`config.mk`:
```
export PLATFORM = sky130hd
export DESIGN_NAME = shift_deserializer_flat
export DESIGN_NICKNAME = d
export VERILOG_FILES = /design/src/rtl/shift_pkg.sv /design/src/rtl/shift_deserializer_if.sv /design/src/rtl/deser_out_buf.sv /design/src/rtl/shift_deserializer.sv /design/src/flat_wrapper.sv
export SDC_FILE = /design/constraint.sdc
export NUM_CORES = 1
export LEC_CHECK = 0
export CAP_MARGIN = 40
export CORE_MARGIN = 2
export CORE_UTILIZATION = 52
export CTS_BUF_LIST = sky130_fd_sc_hd__clkbuf_2
export CTS_CLUSTER_SIZE = 20
export DETAILED_ROUTE_END_ITERATION = 10
export MAX_ROUTING_LAYER = met4
export PLACE_DENSITY = 0.88
export REMOVE_ABC_BUFFERS = 1
export SYNTH_ARGS = -nofsm -noshare
export SYNTH_HDL_FRONTEND = slang
export SYNTH_SLANG_ARGS = --single-unit
```
`constraint.sdc`:
```
create_clock -name clk -period 2.1 [get_ports clk]
set_clock_uncertainty 0.05 [all_clocks]
set_input_delay 0.42 -clock clk [delete_from_list [all_inputs] [get_ports clk]]
set_output_delay 0.42 -clock clk [all_outputs]
set_load 0.005 [all_outputs]
```
`src/rtl/shift_pkg.sv`:
```
// Shared constants and input-FSM encoding for the serial-to-parallel deserializer.
package shift_pkg;
  localparam int DEFAULT_WIDTH = 8;

  typedef enum logic {
    IDLE  = 1'b0,
    SHIFT = 1'b1
  } state_t;
endpackage

```
`src/rtl/shift_deserializer_if.sv`:
```
// Serial input, consumer handshake and status signals of the deserializer.
interface shift_deserializer_if import shift_pkg::*; #(
  parameter int WIDTH = DEFAULT_WIDTH
);
  logic                     enable;
  logic                     sync;
  logic                     serialIn;
  logic                     dataReady;
  logic [WIDTH-1:0]         dataOut;
  logic                     dataValid;
  logic                     overrun;
  logic [$clog2(WIDTH):0]   bitCount;

  modport slave (
    input  enable, sync, serialIn, dataReady,
    output dataOut, dataValid, overrun, bitCount
  );

  modport master (
    output enable, sync, serialIn, dataReady,
    input  dataOut, dataValid, overrun, bitCount
  );
endinterface

```
`src/rtl/deser_out_buf.sv`:
```
// Output holding register: one-word buffer with valid/ready handshake and sticky overrun.
module deser_out_buf import shift_pkg::*; #(
  parameter int WIDTH = DEFAULT_WIDTH
) (
  input  logic             clk,
  input  logic             rst_n,
  input  logic             load,
  input  logic [WIDTH-1:0] word,
  input  logic             ready,
  output logic [WIDTH-1:0] data,
  output logic             valid,
  output logic             overrun
);
  logic [WIDTH-1:0] data_p1;
  logic             vld_p1;
  logic             ovr_p1;

  // Output stage: a new word may replace the held one only if it is being consumed
  always_ff @(posedge clk) begin
    if (!rst_n) begin
      data_p1 <= '0;
      vld_p1  <= 1'b0;
      ovr_p1  <= 1'b0;
    end else if (load) begin
      if (vld_p1 && !ready) begin
        ovr_p1 <= 1'b1;
      end else begin
        data_p1 <= word;
        vld_p1  <= 1'b1;
      end
    end else if (vld_p1 && ready) begin
      vld_p1 <= 1'b0;
    end
  end

  assign data    = data_p1;
  assign valid   = vld_p1;
  assign overrun = ovr_p1;
endmodule

```
`src/rtl/shift_deserializer.sv`:
```
// Serial-to-parallel deserializer: assembles WIDTH-bit words from a qualified bit stream.
module shift_deserializer import shift_pkg::*; #(
  parameter int WIDTH     = DEFAULT_WIDTH,
  parameter bit MSB_FIRST = 1'b1
) (
  input  logic               clk,
  input  logic               rst_n,
  shift_deserializer_if.slave bus
);
  localparam int            CW   = $clog2(WIDTH) + 1;
  localparam logic [CW-1:0] LAST = CW'(WIDTH);

  state_t           state_p0, state_d;
  logic [CW-1:0]    cnt_p0, cnt_d;
  logic [WIDTH-1:0] shreg_p0, shreg_d;
  logic             done;
  logic [WIDTH-1:0] word;

  function automatic logic [WIDTH-1:0] shift_in(input logic [WIDTH-1:0] cur, input logic b);
    if (MSB_FIRST) return {cur[WIDTH-2:0], b};
    else           return {b, cur[WIDTH-1:1]};
  endfunction

  // Input stage: shift register, bit counter and FSM state
  always_ff @(posedge clk) begin
    if (!rst_n) begin
      state_p0 <= IDLE;
      cnt_p0   <= '0;
      shreg_p0 <= '0;
    end else begin
      state_p0 <= state_d;
      cnt_p0   <= cnt_d;
      shreg_p0 <= shreg_d;
    end
  end

  always_comb begin
    state_d = state_p0;
    cnt_d   = cnt_p0;
    shreg_d = shreg_p0;
    done    = 1'b0;
    word    = shreg_p0;
    if (bus.enable) begin
      // sync restarts the word regardless of how many bits were already gathered
      if (bus.sync || state_p0 == IDLE) begin
        word  = shift_in('0, bus.serialIn);
        cnt_d = CW'(1);
      end else begin
        word  = shift_in(shreg_p0, bus.serialIn);
        cnt_d = cnt_p0 + 1'b1;
      end
      if (cnt_d == LAST) begin
        done    = 1'b1;
        cnt_d   = '0;
        state_d = IDLE;
        shreg_d = '0;
      end else begin
        state_d = SHIFT;
        shreg_d = word;
      end
    end
  end

  assign bus.bitCount = cnt_p0;

  deser_out_buf #(.WIDTH(WIDTH)) u_out_buf (
    .clk     (clk),
    .rst_n   (rst_n),
    .load    (done),
    .word    (word),
    .ready   (bus.dataReady),
    .data    (bus.dataOut),
    .valid   (bus.dataValid),
    .overrun (bus.overrun)
  );
endmodule

```
`src/flat_wrapper.sv`:
```
// flat-port wrapper written by rule: the top's interface ports become plain ports
module shift_deserializer_flat import shift_pkg::*;
#(
  parameter int WIDTH     = DEFAULT_WIDTH,
  parameter bit MSB_FIRST = 1'b1
)
  (clk, rst_n, bus_enable, bus_sync, bus_serialIn, bus_dataReady, bus_dataOut, bus_dataValid, bus_overrun, bus_bitCount);
  shift_deserializer_if #(.WIDTH(WIDTH)) bus_i ();
  input  logic clk;
  input  logic rst_n;
  input wire logic [$bits(bus_i.enable)-1:0] bus_enable;
  input wire logic [$bits(bus_i.sync)-1:0] bus_sync;
  input wire logic [$bits(bus_i.serialIn)-1:0] bus_serialIn;
  input wire logic [$bits(bus_i.dataReady)-1:0] bus_dataReady;
  output wire logic [$bits(bus_i.dataOut)-1:0] bus_dataOut;
  output wire logic [$bits(bus_i.dataValid)-1:0] bus_dataValid;
  output wire logic [$bits(bus_i.overrun)-1:0] bus_overrun;
  output wire logic [$bits(bus_i.bitCount)-1:0] bus_bitCount;
  assign bus_i.enable = bus_enable;
  assign bus_i.sync = bus_sync;
  assign bus_i.serialIn = bus_serialIn;
  assign bus_i.dataReady = bus_dataReady;
  assign bus_dataOut = bus_i.dataOut;
  assign bus_dataValid = bus_i.dataValid;
  assign bus_overrun = bus_i.overrun;
  assign bus_bitCount = bus_i.bitCount;
  shift_deserializer #(.WIDTH(WIDTH), .MSB_FIRST(MSB_FIRST)) u_core (.clk(clk), .rst_n(rst_n), .bus(bus_i));
endmodule
```
==> results.ini <==
[run_status]
status = finished, final reports clean

[logic_synthesis]
synth-seq-cells = 23
synth_top_flop_cell = dfxtp_1
synth.avg_cell_area_sq_um = 8.76
synthXorXnorAreaFrac_pct = 1.74
synth_top_family_by_area = simple AND/OR/NAND/NOR gates
synth_fa_ha_area_share_pct = 1.24
synth_edf_count = 0
synth_mux_area_share_pct = 7.95
async_flop_share_pct = 0
yosysUniqueCellTypes = 25
synth_compound_area_share_pct = 9.81
syn_inst = 115
syn_area_sq_um = 1010
ys_warn_count = 0
yosysSeqAreaShare_pct = 45.7
synthSimpleGateAreaFrac_pct = 30.3

[sta]
rsz0062_at_grt = false
period_needed_ns = 1.84
hold_slack_ns = 0.423
slew_headroom_pct = 73.9
setup_viol = 0
finalHoldViolCount = 0
fin_tns_setup_ns = 0
fmax_mhz = 543
worstMarginPinSlew_ns = 0.390
fin_crit_sh_pct = 87.7
slew_violations = 0

[place]
placement.io_buffers = 19
routabilityCongestion = 0.783
dpl_cell_area_sq_um = 1260
dpl.hpwl_um = 1560

[power]
peakVddDrop_mv = 0.399
power_density_nw_per_um2 = 520
power.total_uw = 669
p_leak_nw = 0.480

[worst_setup_path]
cp_max_fo = 6
worst_setup_path_start_kind = register
cp_data_arrival_time_ns = 1.37
crit_buf_inv = 1
cpPeakStageDelay_ns = 0.55
path_cells = clkdlybuf4s50_1
critPathTopFamily = buffers and inverters
path_class = reg2out
endpoint_kind = primary output
cpMaxStageDelayCell = clkdlybuf4s50_1
cp_data_required_time_ns = 1.63

[floorplan]
rows = 15
die_x_um = 48.0
core_sq_um = 1780
die_h_um = 48.0
start_util_pct = 56.5
die_area_sq_um = 2300
io_pins = 20

[grt]
grt.total_usage_pct = 21.5
grt_start_max_net_pins = 28
gr-total-overflow = 0
antenna_found_initial = 0
grt_pass1_vias = 776
grt_pass1_wl_um = 3340

[job]
cap_viol_max_count = 0

[clocking]
cts_buffer_depth = 2
htreeDepth = 1
root_buffer = clkbuf_2
cts.sink_count = 23
worstSkewPairLatency_ns = 0.33
post_cts_resized = 0
cts_tree = yes
postCtsSetupBuffers = 0
cts_made_buffers = 3
clk_pin_slew_ns = 0.22
hold_buffers = 0

[final_layout]
stdcell_area_sq_um = 1280
seqCellArea_sq_um = 460
num-nets-final = 146
fin_util_pct = 72.1
antenna_cells = 0
final.fill_count = 154
multi_input_area_sq_um = 514
syn_to_final_growth_pct = 27.6
drive_gt1_share_pct = 9.42

[detailed_routing]
avgViaCountPerCell = 5.45
drc = 0
ant_nets = 0
drt_wl_total_um = 2180
post_drt_wl_per_cell_um = 13.4
vias = 888
detail_route.first_pass.iterations = 5
drt_iter0_drc = 17

[hold_path]
hold_path_class = reg2reg

registers in the layout (all words and copies together), names as in the netlist:
name	flops
u_core.shreg_p0	8
u_core.u_out_buf.overrun	1
u_core.bus.bitCount	4
u_core.u_out_buf.valid	1
u_core.u_out_buf.data	8
u_core.state_p0	1
logic make-up after synthesis:
kind of cell | count (synthesis)
AND/OR/NAND/NOR | 55
flip-flops | 23
AO/OA/AOI/OAI | 18
buffers and inverters | 8
multiplexers | 8
XOR/XNOR | 2
adder cells (fa/ha/maj) | 1
layer usage:
layer  wire, um  global-route usage (%)  vias to the layer above
met5          0                       -                        -
met4         17                    4.86                        0
met3         65                    3.40                        4
met2       1080                    36.5                       26
met1       1020                    26.7                      416
li1           -                       -                      442
layout make-up:
cell class	count	share of cell area, %
Inverter	1	0.292
Tap cell	25	2.43
Sequential cell	23	35.8
Clock inverter	1	0.389
Timing Repair Buffer	26	19.9
Clock buffer	3	1.17
Multi-Input combinational cell	84	40.0
power breakdown:
part           total, mW  internal (mW)  switching [mW]
clock network      0.173         0.0432           0.130
logic             0.0493         0.0231          0.0262
registers          0.446          0.442         0.00452
cells in the mapped netlist, types with 2 or more instances:
cell type,count,area (sq um)
nand2_1,13,48.8
nand4b_1,2,17.5
nor2b_1,7,43.8
clkbuf_1,5,18.8
nand2b_1,4,25.0
nor2_1,8,30.0
mux2i_1,8,80.1
nor3_1,7,35.0
o21ai_0,11,55.1
dfxtp_1,23,460
and3_1,7,43.8
nand3_1,3,15.0
buf_2,2,10.0
a21oi_1,4,20.0
final timing paths:
| kind | end | cells past startpoint | startpoint | slack, ns |
|---|---|---|---|---|
| setup / recovery | bus_bitCount[0] | 1 | u_core.bus.bitCount[0] | 0.26 |
| hold / removal | u_core.u_out_buf.overrun | 2 | u_core.u_out_buf.overrun | 0.42 |
| setup reg to reg | u_core.u_out_buf.data[3] | 6 | u_core.bus.bitCount[0] | 0.32 |
| hold reg to reg | u_core.u_out_buf.overrun | 2 | u_core.u_out_buf.overrun | 0.42 |
stage by stage:
stage                     setup slack (ns)  instances
final                                0.258        163
after detailed placement            0.0956        159
after global routing                 0.179        163
after floorplan                      0.255        108
after global placement               0.180        159
after CTS                            0.243        163
cell usage in the layout (no fill, tap or decap):
master | synthesis | layout
and2b_1 | 1 | 1
nor2b_1 | 7 | 7
xnor2_1 | 1 | 1
nand3b_1 | 1 | 1
nor3_1 | 7 | 7
a31oi_1 | 1 | 1
xor2_1 | 1 | 1
o41ai_1 | 1 | 1
nand4b_1 | 2 | 2
dfxtp_1 | 23 | 23
ha_1 | 1 | 1
o32ai_1 | 1 | 1
nor3_4 | 1 | 1
nand2_1 | 13 | 13
and3_1 | 7 | 7
clkdlybuf4s50_1 | 0 | 19
buf_4 | 0 | 6
a21oi_1 | 4 | 4
buf_12 | 0 | 1
inv_1 | 1 | 1
mux2i_1 | 8 | 8
nand3_1 | 3 | 3
nand4b_2 | 1 | 1
nand2b_1 | 4 | 4
o21ai_0 | 11 | 11
clkinv_2 | 0 | 1
nor2_1 | 8 | 8
clkbuf_2 | 0 | 3
worst min-delay path, cell delays in order, from the launching register on:
cell,delay (ns)
dfxtp_1,0.35
nand2_1,0.05
o41ai_1,0.06
(Power assumes the default switching activity.)
